==> src/rtl/fetch_queue_pkg.sv <==
// Shared types and helpers for the instruction prefetch queue.
// The top module fetch_queue honours the optional FETCH_QUEUE_BYPASS_EN macro.
package fetch_queue_pkg;

  localparam int XLEN = 32;
  localparam logic [XLEN-1:0] PC_STEP = XLEN'(4);

  typedef struct packed {
    logic [XLEN-1:0] pc;
    logic [XLEN-1:0] instr;
  } fq_entry_t;

  function automatic logic [XLEN-1:0] fq_align(input logic [XLEN-1:0] pc);
    return {pc[XLEN-1:2], 2'b00};
  endfunction

endpackage

==> src/rtl/fetch_queue_if.sv <==
// Memory, redirect and decode-side signals of the prefetch stage.
// master = the fetch queue itself, slave = memory/EX/decode environment.
interface fetch_queue_if;
  import fetch_queue_pkg::*;

  logic [XLEN-1:0] imem_addr;
  logic [XLEN-1:0] imem_instr;
  logic            redirect_valid;
  logic [XLEN-1:0] redirect_pc;
  logic            deq_valid;
  logic            deq_ready;
  logic [XLEN-1:0] deq_pc;
  logic [XLEN-1:0] deq_instr;

  modport master (
    output imem_addr, deq_valid, deq_pc, deq_instr,
    input  imem_instr, redirect_valid, redirect_pc, deq_ready
  );

  modport slave (
    input  imem_addr, deq_valid, deq_pc, deq_instr,
    output imem_instr, redirect_valid, redirect_pc, deq_ready
  );
endinterface

==> src/rtl/fetch_queue_fifo.sv <==
// Circular buffer of {pc, instr} entries with push/pop/flush control.
// Head is read from registered storage, so it never depends on this cycle's inputs.
module fq_fifo
  import fetch_queue_pkg::*;
#(
  parameter  int DEPTH = 4,
  localparam int PTR_W = $clog2(DEPTH),
  localparam int CNT_W = $clog2(DEPTH + 1)
) (
  input  logic             clk,
  input  logic             rst,
  input  logic             push,
  input  logic             pop,
  input  logic             flush,
  input  fq_entry_t        wr_data,
  output fq_entry_t        head,
  output logic [CNT_W-1:0] count,
  output logic             full,
  output logic             empty
);

  fq_entry_t        mem_q [DEPTH];
  logic [PTR_W-1:0] rd_ptr_q, rd_ptr_d;
  logic [PTR_W-1:0] wr_ptr_q, wr_ptr_d;
  logic [CNT_W-1:0] count_q, count_d;
  logic             do_push, do_pop;

  assign full  = (count_q == CNT_W'(DEPTH));
  assign empty = (count_q == '0);
  assign count = count_q;
  assign head  = mem_q[rd_ptr_q];

  // A push into a full buffer is only legal when the head leaves in the same cycle.
  assign do_pop  = pop & ~empty;
  assign do_push = push & (~full | do_pop);

  always_comb begin
    rd_ptr_d = rd_ptr_q;
    wr_ptr_d = wr_ptr_q;
    count_d  = count_q;
    if (flush) begin
      rd_ptr_d = '0;
      wr_ptr_d = '0;
      count_d  = '0;
    end else begin
      if (do_pop)  rd_ptr_d = rd_ptr_q + PTR_W'(1);
      if (do_push) wr_ptr_d = wr_ptr_q + PTR_W'(1);
      count_d = count_q + CNT_W'(do_push) - CNT_W'(do_pop);
    end
  end

  always_ff @(posedge clk) begin
    if (rst) begin
      rd_ptr_q <= '0;
      wr_ptr_q <= '0;
      count_q  <= '0;
    end else begin
      rd_ptr_q <= rd_ptr_d;
      wr_ptr_q <= wr_ptr_d;
      count_q  <= count_d;
    end
  end

  always_ff @(posedge clk) begin
    if (do_push && !flush) mem_q[wr_ptr_q] <= wr_data;
  end

endmodule

==> src/rtl/fetch_queue.sv <==
// Instruction prefetch stage: owns the fetch PC, queues fetched words, flushes on redirect.
// Define FETCH_QUEUE_BYPASS_EN to present the memory word directly when the queue is empty.
module fetch_queue
  import fetch_queue_pkg::*;
#(
  parameter int              DEPTH    = 4,
  parameter logic [XLEN-1:0] RESET_PC = '0
) (
  input  logic            clk,
  input  logic            rst,
  fetch_queue_if.master   bus
);

  localparam int CNT_W = $clog2(DEPTH + 1);

  logic [XLEN-1:0]  fetch_pc_q, fetch_pc_d;
  fq_entry_t        fifo_head, fifo_wr_data;
  logic [CNT_W-1:0] fifo_count;
  logic             fifo_full, fifo_empty;
  logic             deq_fire, push, pop;
  logic             bypass_hit, bypass_take;

`ifdef FETCH_QUEUE_BYPASS_EN
  // With an empty queue the live memory word is offered straight to decode.
  assign bypass_hit    = fifo_empty & ~bus.redirect_valid;
  assign bus.deq_valid = ~fifo_empty | bypass_hit;
  assign bus.deq_pc    = fifo_empty ? fetch_pc_q     : fifo_head.pc;
  assign bus.deq_instr = fifo_empty ? bus.imem_instr : fifo_head.instr;
`else
  assign bypass_hit    = 1'b0;
  assign bus.deq_valid = ~fifo_empty;
  assign bus.deq_pc    = fifo_head.pc;
  assign bus.deq_instr = fifo_head.instr;
`endif

  assign deq_fire    = bus.deq_valid & bus.deq_ready;
  assign bypass_take = bypass_hit & bus.deq_ready;
  assign pop         = deq_fire & ~bypass_hit & ~bus.redirect_valid;
  assign push        = ~bus.redirect_valid & (~fifo_full | deq_fire) & ~bypass_take;

  assign fifo_wr_data.pc    = fetch_pc_q;
  assign fifo_wr_data.instr = bus.imem_instr;
  assign bus.imem_addr      = fetch_pc_q;

  always_comb begin
    fetch_pc_d = fetch_pc_q;
    if (bus.redirect_valid) begin
      fetch_pc_d = fq_align(bus.redirect_pc);
    end else if (push || bypass_take) begin
      fetch_pc_d = fetch_pc_q + PC_STEP;
    end
  end

  always_ff @(posedge clk) begin
    if (rst) fetch_pc_q <= RESET_PC;
    else     fetch_pc_q <= fetch_pc_d;
  end

  fq_fifo #(.DEPTH(DEPTH)) u_fifo (
    .clk     (clk),
    .rst     (rst),
    .push    (push),
    .pop     (pop),
    .flush   (bus.redirect_valid),
    .wr_data (fifo_wr_data),
    .head    (fifo_head),
    .count   (fifo_count),
    .full    (fifo_full),
    .empty   (fifo_empty)
  );

endmodule

==> src/flat_wrapper.sv <==
// flat-port wrapper written by rule: the top's interface ports become plain ports
module fetch_queue_flat import fetch_queue_pkg::*;
#(
  parameter int              DEPTH    = 4,
  parameter logic [XLEN-1:0] RESET_PC = '0
)
  (clk, rst, bus_imem_addr, bus_deq_valid, bus_deq_pc, bus_deq_instr, bus_imem_instr, bus_redirect_valid, bus_redirect_pc, bus_deq_ready);
  fetch_queue_if bus_i ();
  input  logic clk;
  input  logic rst;
  output wire logic [$bits(bus_i.imem_addr)-1:0] bus_imem_addr;
  output wire logic [$bits(bus_i.deq_valid)-1:0] bus_deq_valid;
  output wire logic [$bits(bus_i.deq_pc)-1:0] bus_deq_pc;
  output wire logic [$bits(bus_i.deq_instr)-1:0] bus_deq_instr;
  input wire logic [$bits(bus_i.imem_instr)-1:0] bus_imem_instr;
  input wire logic [$bits(bus_i.redirect_valid)-1:0] bus_redirect_valid;
  input wire logic [$bits(bus_i.redirect_pc)-1:0] bus_redirect_pc;
  input wire logic [$bits(bus_i.deq_ready)-1:0] bus_deq_ready;
  assign bus_imem_addr = bus_i.imem_addr;
  assign bus_deq_valid = bus_i.deq_valid;
  assign bus_deq_pc = bus_i.deq_pc;
  assign bus_deq_instr = bus_i.deq_instr;
  assign bus_i.imem_instr = bus_imem_instr;
  assign bus_i.redirect_valid = bus_redirect_valid;
  assign bus_i.redirect_pc = bus_redirect_pc;
  assign bus_i.deq_ready = bus_deq_ready;
  fetch_queue #(.DEPTH(DEPTH), .RESET_PC(RESET_PC)) u_core (.clk(clk), .rst(rst), .bus(bus_i));
endmodule
==> config.mk <==
export PLATFORM = sky130hd
export DESIGN_NAME = fetch_queue_flat
export DESIGN_NICKNAME = d
export VERILOG_FILES = /design/src/rtl/fetch_queue_pkg.sv /design/src/rtl/fetch_queue_if.sv /design/src/rtl/fetch_queue_fifo.sv /design/src/rtl/fetch_queue.sv /design/src/flat_wrapper.sv
export SDC_FILE = /design/constraint.sdc
export NUM_CORES = 1
export LEC_CHECK = 0
export CAP_MARGIN = 10
export CORE_MARGIN = 2
export CORE_UTILIZATION = 50
export CTS_CLUSTER_SIZE = 28
export DETAILED_ROUTE_END_ITERATION = 16
export HOLD_SLACK_MARGIN = 0.12
export PLACE_DENSITY = 0.74
export SYNTH_ARGS = -nofsm -noshare
export SYNTH_HDL_FRONTEND = slang
export SYNTH_SLANG_ARGS = --single-unit
export TNS_END_PERCENT = 30
==> constraint.sdc <==
create_clock -name clk -period 8.8 [get_ports clk]
set_clock_uncertainty 0.1 [all_clocks]
set_input_delay 1.76 -clock clk [delete_from_list [all_inputs] [get_ports clk]]
set_output_delay 1.76 -clock clk [all_outputs]
set_load 0.01 [all_outputs]
---- Word-level counts from Yosys, hierarchy flattened ----
Memories as Yosys holds them, arrays and structs flattened. A register that Yosys moved wholly into a read port is not among the register bits.
Cells that the tools add are included.
operators by class
  add/sub/neg operators ................... 5
  magnitude comparators ................... 0
  multipliers ............................. 0
  eq/ne operators ......................... 1
  shifts and indexed selects .............. 0
  bitwise gates (word level) .............. 10
  divide/modulo/power cells ............... 0
  reduce and logical (&&, ||, !) cells .... 5
  multiplexer cells ....................... 6
operators with widths
  kind                                                             count
  32-bit 2-to-1 mux                                                2
  32-bit by 3-bit adder with 32-bit output, second input constant  1
  1-bit bitwise AND                                                5
  2-bit by 1-bit adder with 2-bit output, second input constant    2
  2-bit 2-to-1 mux                                                 2
  3-bit by 1-bit adder with 3-bit output                           1
  3-bit == test, second input constant                             1
  3-bit logical NOT                                                1
  1-bit inverter                                                   3
  3-bit by 1-bit subtractor with 3-bit output                      1
  1-bit 2-to-1 mux                                                 2
  1-bit bitwise OR                                                 2
  2-bit nonzero test                                               1
  2-bit OR reduction                                               1
  1-bit logical AND                                                1
  1-bit logical NOT                                                1
storage, ports and cells
  ROM bits ................................ 0
  bits in registers ....................... 39
  memories ................................ 1
  bits in latches ......................... 0
  memory bits (writable) .................. 256
  output and inout bits ................... 97
memory list
  name                 words  width  read ports  clocked after Yosys merged registers in  write ports  line                    source
  u_core.u_fifo.mem_q  4      64     1           1                                        1            fetch_queue_fifo.sv:22  fq_entry_t mem_q [DEPTH];

---- Longest topological paths before layout ----
  word-level depth ........................ 10
  depth in mapped cells ................... 11
  gate-level depth less buffers ........... 10

---- Cells and area by module ----
From an unflattened synthesis, not the netlist that was laid out.
unflattened totals
  cells, all modules ...................... 633
  area total of the unflattened synthesis .. 11775.0 um2
modules (own cells, without submodules)
  module       seq. area each (um2)  cells an instance  instances  area each (um2)
  fq_fifo      7867.5                383                1          9718.1
  fetch_queue  600.6                 250                1          2057.0

---- Worst setup path after synthesis ----
OpenSTA, ideal clock, no wires.
  path kind ............................... input to register
  start ................................... input bus_redirect_valid
  end ..................................... memory u_core.u_fifo.mem_q[0][0] (netlist name), enable pin
  arrival time ............................ 4043 ps
  slack ................................... 4230 ps
  buffers on the path ..................... 3
  stages on the path ...................... 5
  required time ........................... 8273 ps
  path through ............................ clkbuf_1 inv_1 clkbuf_1 clkbuf_1 and3_1
between the ends
  word-level cells in the longest chain between the ends .. 8
ends and longest elaborated chain
  item                                        line                                  source
  start: declaration                          flat_wrapper.sv:16                    input wire logic [$bits(bus_i.redirect_valid)-1:0] bus_redirect_valid;
  1-bit inverter                              fetch_queue.sv:38, fetch_queue.sv:39
  1-bit bitwise AND                           fetch_queue.sv:38                     assign pop = deq_fire & ~bypass_hit & ~bus.redirect_valid;
  1-bit bitwise AND                           fetch_queue_fifo.sv:34                assign do_pop = pop & ~empty;
  1-bit bitwise OR                            fetch_queue_fifo.sv:35                assign do_push = push & (~full | do_pop);
  1-bit bitwise AND                           fetch_queue_fifo.sv:35
  1-bit logical AND (*)                       fetch_queue_fifo.sv:65                if (do_push && !flush) mem_q[wr_ptr_q] <= wr_data;
  1-bit 2-to-1 mux (*)                        fetch_queue_fifo.sv:65
  1-bit 2-to-1 mux (not written as such) (*)  fetch_queue_fifo.sv:65
  end: declaration                            fetch_queue_fifo.sv:22
Mark *: on every way between the ends. The rest lies on a longest branch, timed or not.

==> results.sh <==
export IMPL_die_area_um2=23500
export IMPL_post_route_drc_count=0
export IMPL_final_area_um2=13900
export IMPL_drtPass1Iterations=5
export IMPL_synth_distinct_cells=47
export IMPL_finalSetupTns_ns=0
export IMPL_area_delta_synth_final_pct=24.6
export IMPL_grt_pass1_vias=6616
export IMPL_routed_wl_um=22900
export IMPL_end_kind="output pin"
export IMPL_cts_tree="yes"
export IMPL_cp_arrival_ns=3.11
export IMPL_grt_max_degree=63
export IMPL_cts_root_buf="clkbuf_16"
export IMPL_switching_share_pct=20.9
export IMPL_p_per_area_nw_per_um2=211
export IMPL_final_common_cell="edfxtp_1"
export IMPL_fillCellCount=1555
export IMPL_min_period_over_period_pct=56.5
export IMPL_ctsHtreeMaxLevel=1
export IMPL_setup_violations=0
export IMPL_required_ns=6.94
export IMPL_p_int_uw=2320
export IMPL_ys_seq_elements=287
export IMPL_min_path_type="reg2reg"
export IMPL_drtIter0Drc=525
export IMPL_cts_sinks=287
export IMPL_diodes=0
export IMPL_drive_gt1_share_pct=15.5
export IMPL_yosys_warnings=0
export IMPL_netlist_area_um2=11200
export IMPL_fin_nets=834
export IMPL_grt_pass1_wl_um=36400
export IMPL_place_area_um2=13000
export IMPL_clock_fmax_ghz=0.201
export IMPL_synthArstFlopShare_pct=0
export IMPL_p_leak_uw=0.00442
export IMPL_slew_headroom_pct=21.8
export IMPL_synth_area_per_cell_um2=18.7
export IMPL_maxCapViolCount=0
export IMPL_tightest_slew_ns=1.17
export IMPL_synthCells=598
export IMPL_io_pins=165
export IMPL_post_cts_resized=0
export IMPL_rows=54
export IMPL_grt_antenna_before_repair=0
export IMPL_drv_slew=0
export IMPL_pwr_share_clk_pct=39.3
export IMPL_cts_buffer_depth=3
export IMPL_p_sw_uw=612
export IMPL_path_class="reg2out"
export IMPL_synth_ff_type="edfxtp_1"
export IMPL_hold_buffers=0
export IMPL_clk_pin_slew_ns=0.06
export IMPL_period_needed_ns=4.97
export IMPL_initial_core_util_pct=51.0
export IMPL_synth_edf_count=248
export IMPL_vias=6148
export IMPL_core_um2=21900
export IMPL_postCtsSetupRepairBufs=0
export IMPL_dp_hpwl_um=13500
export IMPL_startpoint_type="flip-flop"
export IMPL_grt_overflow=0
export IMPL_synth_seq_area_share_pct=73.8
export IMPL_die_w_um=153
export IMPL_numCtsBuffers=29
export IMPL_status="complete, no violations"
export IMPL_gp_congestion=0.857
export IMPL_comb_power_share_pct=7.2
export IMPL_irDropWorstVdd_v=0.000129
export IMPL_hold_viol_final=0
export IMPL_die_h_um=153
export IMPL_numPortBuffers=158
export IMPL_via_per_inst=5.80
export IMPL_layout_common_cells="edfxtp_1, clkdlybuf4s50_1, mux4_2, nor2_1, dfxtp_1"
export IMPL_wl_per_cell_um=21.6
export IMPL_crit_path_max_fanout=43
export IMPL_rsz0062_at_grt="false"
export IMPL_grt_usage_pct=19.7
export IMPL_clk_latency_ns=0.53
export IMPL_seqPwrFrac_pct=53.5
export IMPL_antenna_left=0
==> per-layer routing <==
layer	global-route usage (%)	vias up	share of wire [%]
met4	5.85	0	2.5
met2	33.7	225	50
met1	26.2	3115	41
met5	0	-	0
li1	-	2767	-
met3	3.43	41	6.9
==> final timing paths <==
path,end,depth (start not counted),start,slack (ns)
max,bus_deq_pc[11],3,flip-flop,3.83
min,u_core.u_fifo.wr_ptr_q[1],2,u_core.u_fifo.wr_ptr_q[1],0.42
max reg2reg,u_core.bus.imem_addr[22],4,u_core.bus.imem_addr[6],6.37
min reg2reg,u_core.u_fifo.wr_ptr_q[1],2,u_core.u_fifo.wr_ptr_q[1],0.42
==> power groups by stage <==
stage	sequential (uW)	clock (uW)	combinational, uW
after floorplan	1590	0	88.2
after global placement	1590	0	209
after detailed placement	1600	0	213
final	1570	1150	211
after global routing	1580	1230	227
after CTS	1570	1170	214
==> synth_stat cells (all sizes together), types with 3 or more instances <==
cell type | instances | area share (%)
nand3 | 10 | 0.45
xnor2 | 12 | 0.94
or4 | 10 | 0.71
nor4 | 11 | 0.62
nor3 | 3 | 0.13
dfxtp | 39 | 7.0
ha | 7 | 0.79
mux4 | 62 | 13
inv | 13 | 0.44
nand2 | 19 | 0.64
nor4b | 3 | 0.29
buf | 13 | 0.70
nand4 | 11 | 0.75
o31ai | 7 | 0.47
a2111oi | 3 | 0.24
a311oi | 12 | 0.94
and4 | 6 | 0.47
xor2 | 3 | 0.24
nor2 | 40 | 1.3
clkbuf | 23 | 0.77
o21ai | 4 | 0.18
and3 | 5 | 0.28
a211oi | 14 | 0.94
edfxtp | 248 | 67
==> flip-flops by register name, summed over array words and instances, names as in the netlist, named ones only <==
register                flops
u_core.u_fifo.count         3
u_core.u_fifo.rd_ptr_q      2
u_core.bus.imem_addr       30
u_core.u_fifo.mem_q       248
u_core.u_fifo.wr_ptr_q      2
==> per-stage QoR <==
stage          hold slack, ns  util, %  total power [uW]  setup slack (ns)  instances
3_3_place_gp            0.370     59.4              1800              4.11       1007
2_1_floorplan           0.365        -              1680              4.23        601
3_5_place_dp            0.411     59.4              1810              4.05       1007
5_1_grt                 0.452     63.5              3030              3.57       1060
6_report                0.419     63.5              2930              3.83       1060
4_1_cts                 0.419     63.5              2960              3.70       1060
==> cell type report <==
class,instances,area (um2),share of cell area (%)
tap,280,350,2.52
clock buffer,38,800,5.75
clock inverter,15,109,0.783
sequential,287,8240,59.2
timing repair buffer,162,1610,11.6
inverter,13,48.8,0.351
multi-input combinational,265,2750,19.8
==> critical path, cell delays in order, from the launching register on <==
cell,delay (ns)
dfxtp_4,0.63
buf_4,0.77
mux4_2,0.60
clkdlybuf4s50_1,0.55
==> cells by family after synthesis <==
group | after synthesis | share of synthesized area (%)
AND/OR/NAND/NOR | 127 | 6.26
other | 1 | 0.0336
AO/OA/AOI/OAI | 49 | 3.39
XOR/XNOR | 15 | 1.18
multiplexers | 62 | 12.5
adder cells (fa/ha/maj) | 8 | 0.965
flip-flops | 287 | 73.8
buffers and inverters | 49 | 1.91
Note: power is estimated with default switching activity, not from simulation.
==> RTL edit, RTL diff (config.mk and constraints unchanged) <==
`DEPTH` is set to 4 in 3 places; all go to 8.
--- a/src/rtl/fetch_queue_fifo.sv
+++ b/src/rtl/fetch_queue_fifo.sv
@@ -3,7 +3,7 @@
 module fq_fifo
   import fetch_queue_pkg::*;
 #(
-  parameter  int DEPTH = 4,
+  parameter  int DEPTH = 8,
   localparam int PTR_W = $clog2(DEPTH),
   localparam int CNT_W = $clog2(DEPTH + 1)
 ) (
--- a/src/rtl/fetch_queue.sv
+++ b/src/rtl/fetch_queue.sv
@@ -3,7 +3,7 @@
 module fetch_queue
   import fetch_queue_pkg::*;
 #(
-  parameter int              DEPTH    = 4,
+  parameter int              DEPTH    = 8,
   parameter logic [XLEN-1:0] RESET_PC = '0
 ) (
   input  logic            clk,
--- a/src/flat_wrapper.sv
+++ b/src/flat_wrapper.sv
@@ -1,7 +1,7 @@
 // flat-port wrapper written by rule: the top's interface ports become plain ports
 module fetch_queue_flat import fetch_queue_pkg::*;
 #(
-  parameter int              DEPTH    = 4,
+  parameter int              DEPTH    = 8,
   parameter logic [XLEN-1:0] RESET_PC = '0
 )
   (clk, rst, bus_imem_addr, bus_deq_valid, bus_deq_pc, bus_deq_instr, bus_imem_instr, bus_redirect_valid, bus_redirect_pc, bus_deq_ready);
Behaviour: not the same (Yosys sat finds a counterexample within 10 cycles, from zero or initial values and one cycle with rst high).
==> RTL edit against the original RTL <==
- final cell count rose by 66%
- die area rose by 85%
- power rose by 85%
- sequential cell count rose by 252
- global-route usage rose by 0.13 points
- count of clock-buffer cells in the layout rose by 40
- routed wire length rose by 84%
- synthesized cell count rose by 68%
- setup slack got worse by 0.70 ns
- final area rose by 79%
- sequential power rose by 85%
- combinational power rose by 55%
- area after synthesis rose by 87%
- critical endpoint is now bus_deq_instr[1]
- largest cell class unchanged
- highest routed layer unchanged
==> RTL edit: results (changes against the original RTL) <==
| Metric | Value |
|---|---|
| Outcome | `complete, no violations` |
| Later-pin clock latency in the skew report | `0.58 ns (+0.05 ns)` |
| Synth Area in Adders | `0.00634 (-0.00330)` |
| Leakage Power | `7.79 nW (+76%)` |
| Cell area after placement | `23100 um^2 (+78%)` |
| Combined global-route utilization of all metal layers | `0.198 (+0.00126)` |
| CTS Buf Count | `51 (+76%)` |
| Share of layout cells above drive strength 1 | `0.238 (+0.0830)` |
| Power dissipated in the clock network | `0.00218 W (+90%)` |
| Pre-CTS worst setup slack | `3.37 ns (-0.675 ns)` |
| Most used standard cells in the synthesized netlist | `496 x sky130_fd_sc_hd__edfxtp_1, 124 x sky130_fd_sc_hd__mux4_2, 62 x sky130_fd_sc_hd__mux2_2, 43 x sky130_fd_sc_hd__dfxtp_1, 38 x sky130_fd_sc_hd__nor2_1` |
| Routed wire length | `42300 um (+84%)` |
| Portion of total power attributed to combinational logic | `0.060 (-0.012)` |
| Number of flip-flops under the largest register name | `496 (+100%)` |
| Switching pwr | `0.00107 W (+75%)` |
| First DRT Iteration DRCs | `790 (+50%)` |
| Largest net degree at the start of global routing | `64 (+1.6%)` |
| Weighted congestion reported at the end of routability-driven placement | `0.812 (-5.2%)` |
| # nets final | `1264 (+52%)` |
| Number of iterations in the first detailed-routing pass | `7 (+2)` |
| Sequential element share of the synthesized area | `0.753 (+0.0159)` |
| Highest cell delay on the worst timing path | `0.93 ns (+0.16 ns)` |
| Overall power of the completed layout | `0.00541 W (+85%)` |
| Dominant cells by area after synthesis | `sky130_fd_sc_hd__edfxtp_1 71%, sky130_fd_sc_hd__mux4_2 13%, sky130_fd_sc_hd__dfxtp_1 4.1%, sky130_fd_sc_hd__mux2_2 3.3%, sky130_fd_sc_hd__xor2_1 1.0%` |
| Setup slack, reg-to-reg | `5.21 ns (-1.16 ns)` |
| Share of cell area taken by muxes after synthesis | `0.167 (+0.0418)` |
| Crit Path Max Fanout | `48 (+12%)` |
| Yosys cell types | `46 (-2.1%)` |
| Worst setup path endpoint | `bus_deq_instr[1]` |
| Min cycle time layout | `5.67 ns (+0.698 ns)` |
| Post-placement cell count | `1665 (+65%)` |
| Clock H-tree levels | `2 (+1)` |
| DR vias | `10134 (+65%)` |
| Critical R2R Launch | `u_core.u_fifo.count[2]` |
| Detailed Place HPWL | `22500 um (+66%)` |
==> RTL edit: cell count changes after synthesis, moves of 7 or more <==
cell and change:
sky130_fd_sc_hd__a21oi_1 +12, sky130_fd_sc_hd__a311oi_1 -11, sky130_fd_sc_hd__buf_2 +11, sky130_fd_sc_hd__edfxtp_1 +248
sky130_fd_sc_hd__mux2_2 +62, sky130_fd_sc_hd__mux4_2 +62, sky130_fd_sc_hd__nand2_1 +12, sky130_fd_sc_hd__nand3_1 +7
sky130_fd_sc_hd__nor4_1 -9, sky130_fd_sc_hd__o31ai_1 -7, sky130_fd_sc_hd__or4_1 -9, sky130_fd_sc_hd__xor2_1 +22
==> RTL edit: layout make-up <==
cell class                 instances  area (um^2)
multi-input combinational        408         4960
fill                            2857        16200
clock buffer                      78         1450
timing repair buffer             176         1720
inverter                          10         37.5
clock inverter                    15          220
tap                              532          666
sequential                       539        15800
==> RTL edit: worst reg2reg max path: stages (launching register included) <==
cell and delay [ns]:
sky130_fd_sc_hd__dfxtp_1 0.31, sky130_fd_sc_hd__inv_1 0.06, sky130_fd_sc_hd__ha_1 0.22, sky130_fd_sc_hd__nor2b_1 0.24
sky130_fd_sc_hd__nor2_1 0.19, sky130_fd_sc_hd__or3_1 0.51, sky130_fd_sc_hd__nor2_4 0.83, sky130_fd_sc_hd__buf_4 0.72
==> RTL edit: metrics by stage <==
| stage | hold slack, ns | util |
|---|---|---|
| global route | 0.420 | 0.605 |
| detailed placement | 0.371 | 0.564 |
| CTS | 0.385 | 0.605 |
| global placement | 0.360 | 0.564 |
| finish | 0.385 | 0.605 |
| floorplan | 0.354 | - |
==> RTL edit: routing by layer <==
metal | track usage | wire [um]
met1 | 0.276 | 18000
met2 | 0.326 | 20900
met3 | 0.0409 | 2590
met4 | 0.0469 | 689
met5 | 0 | 0
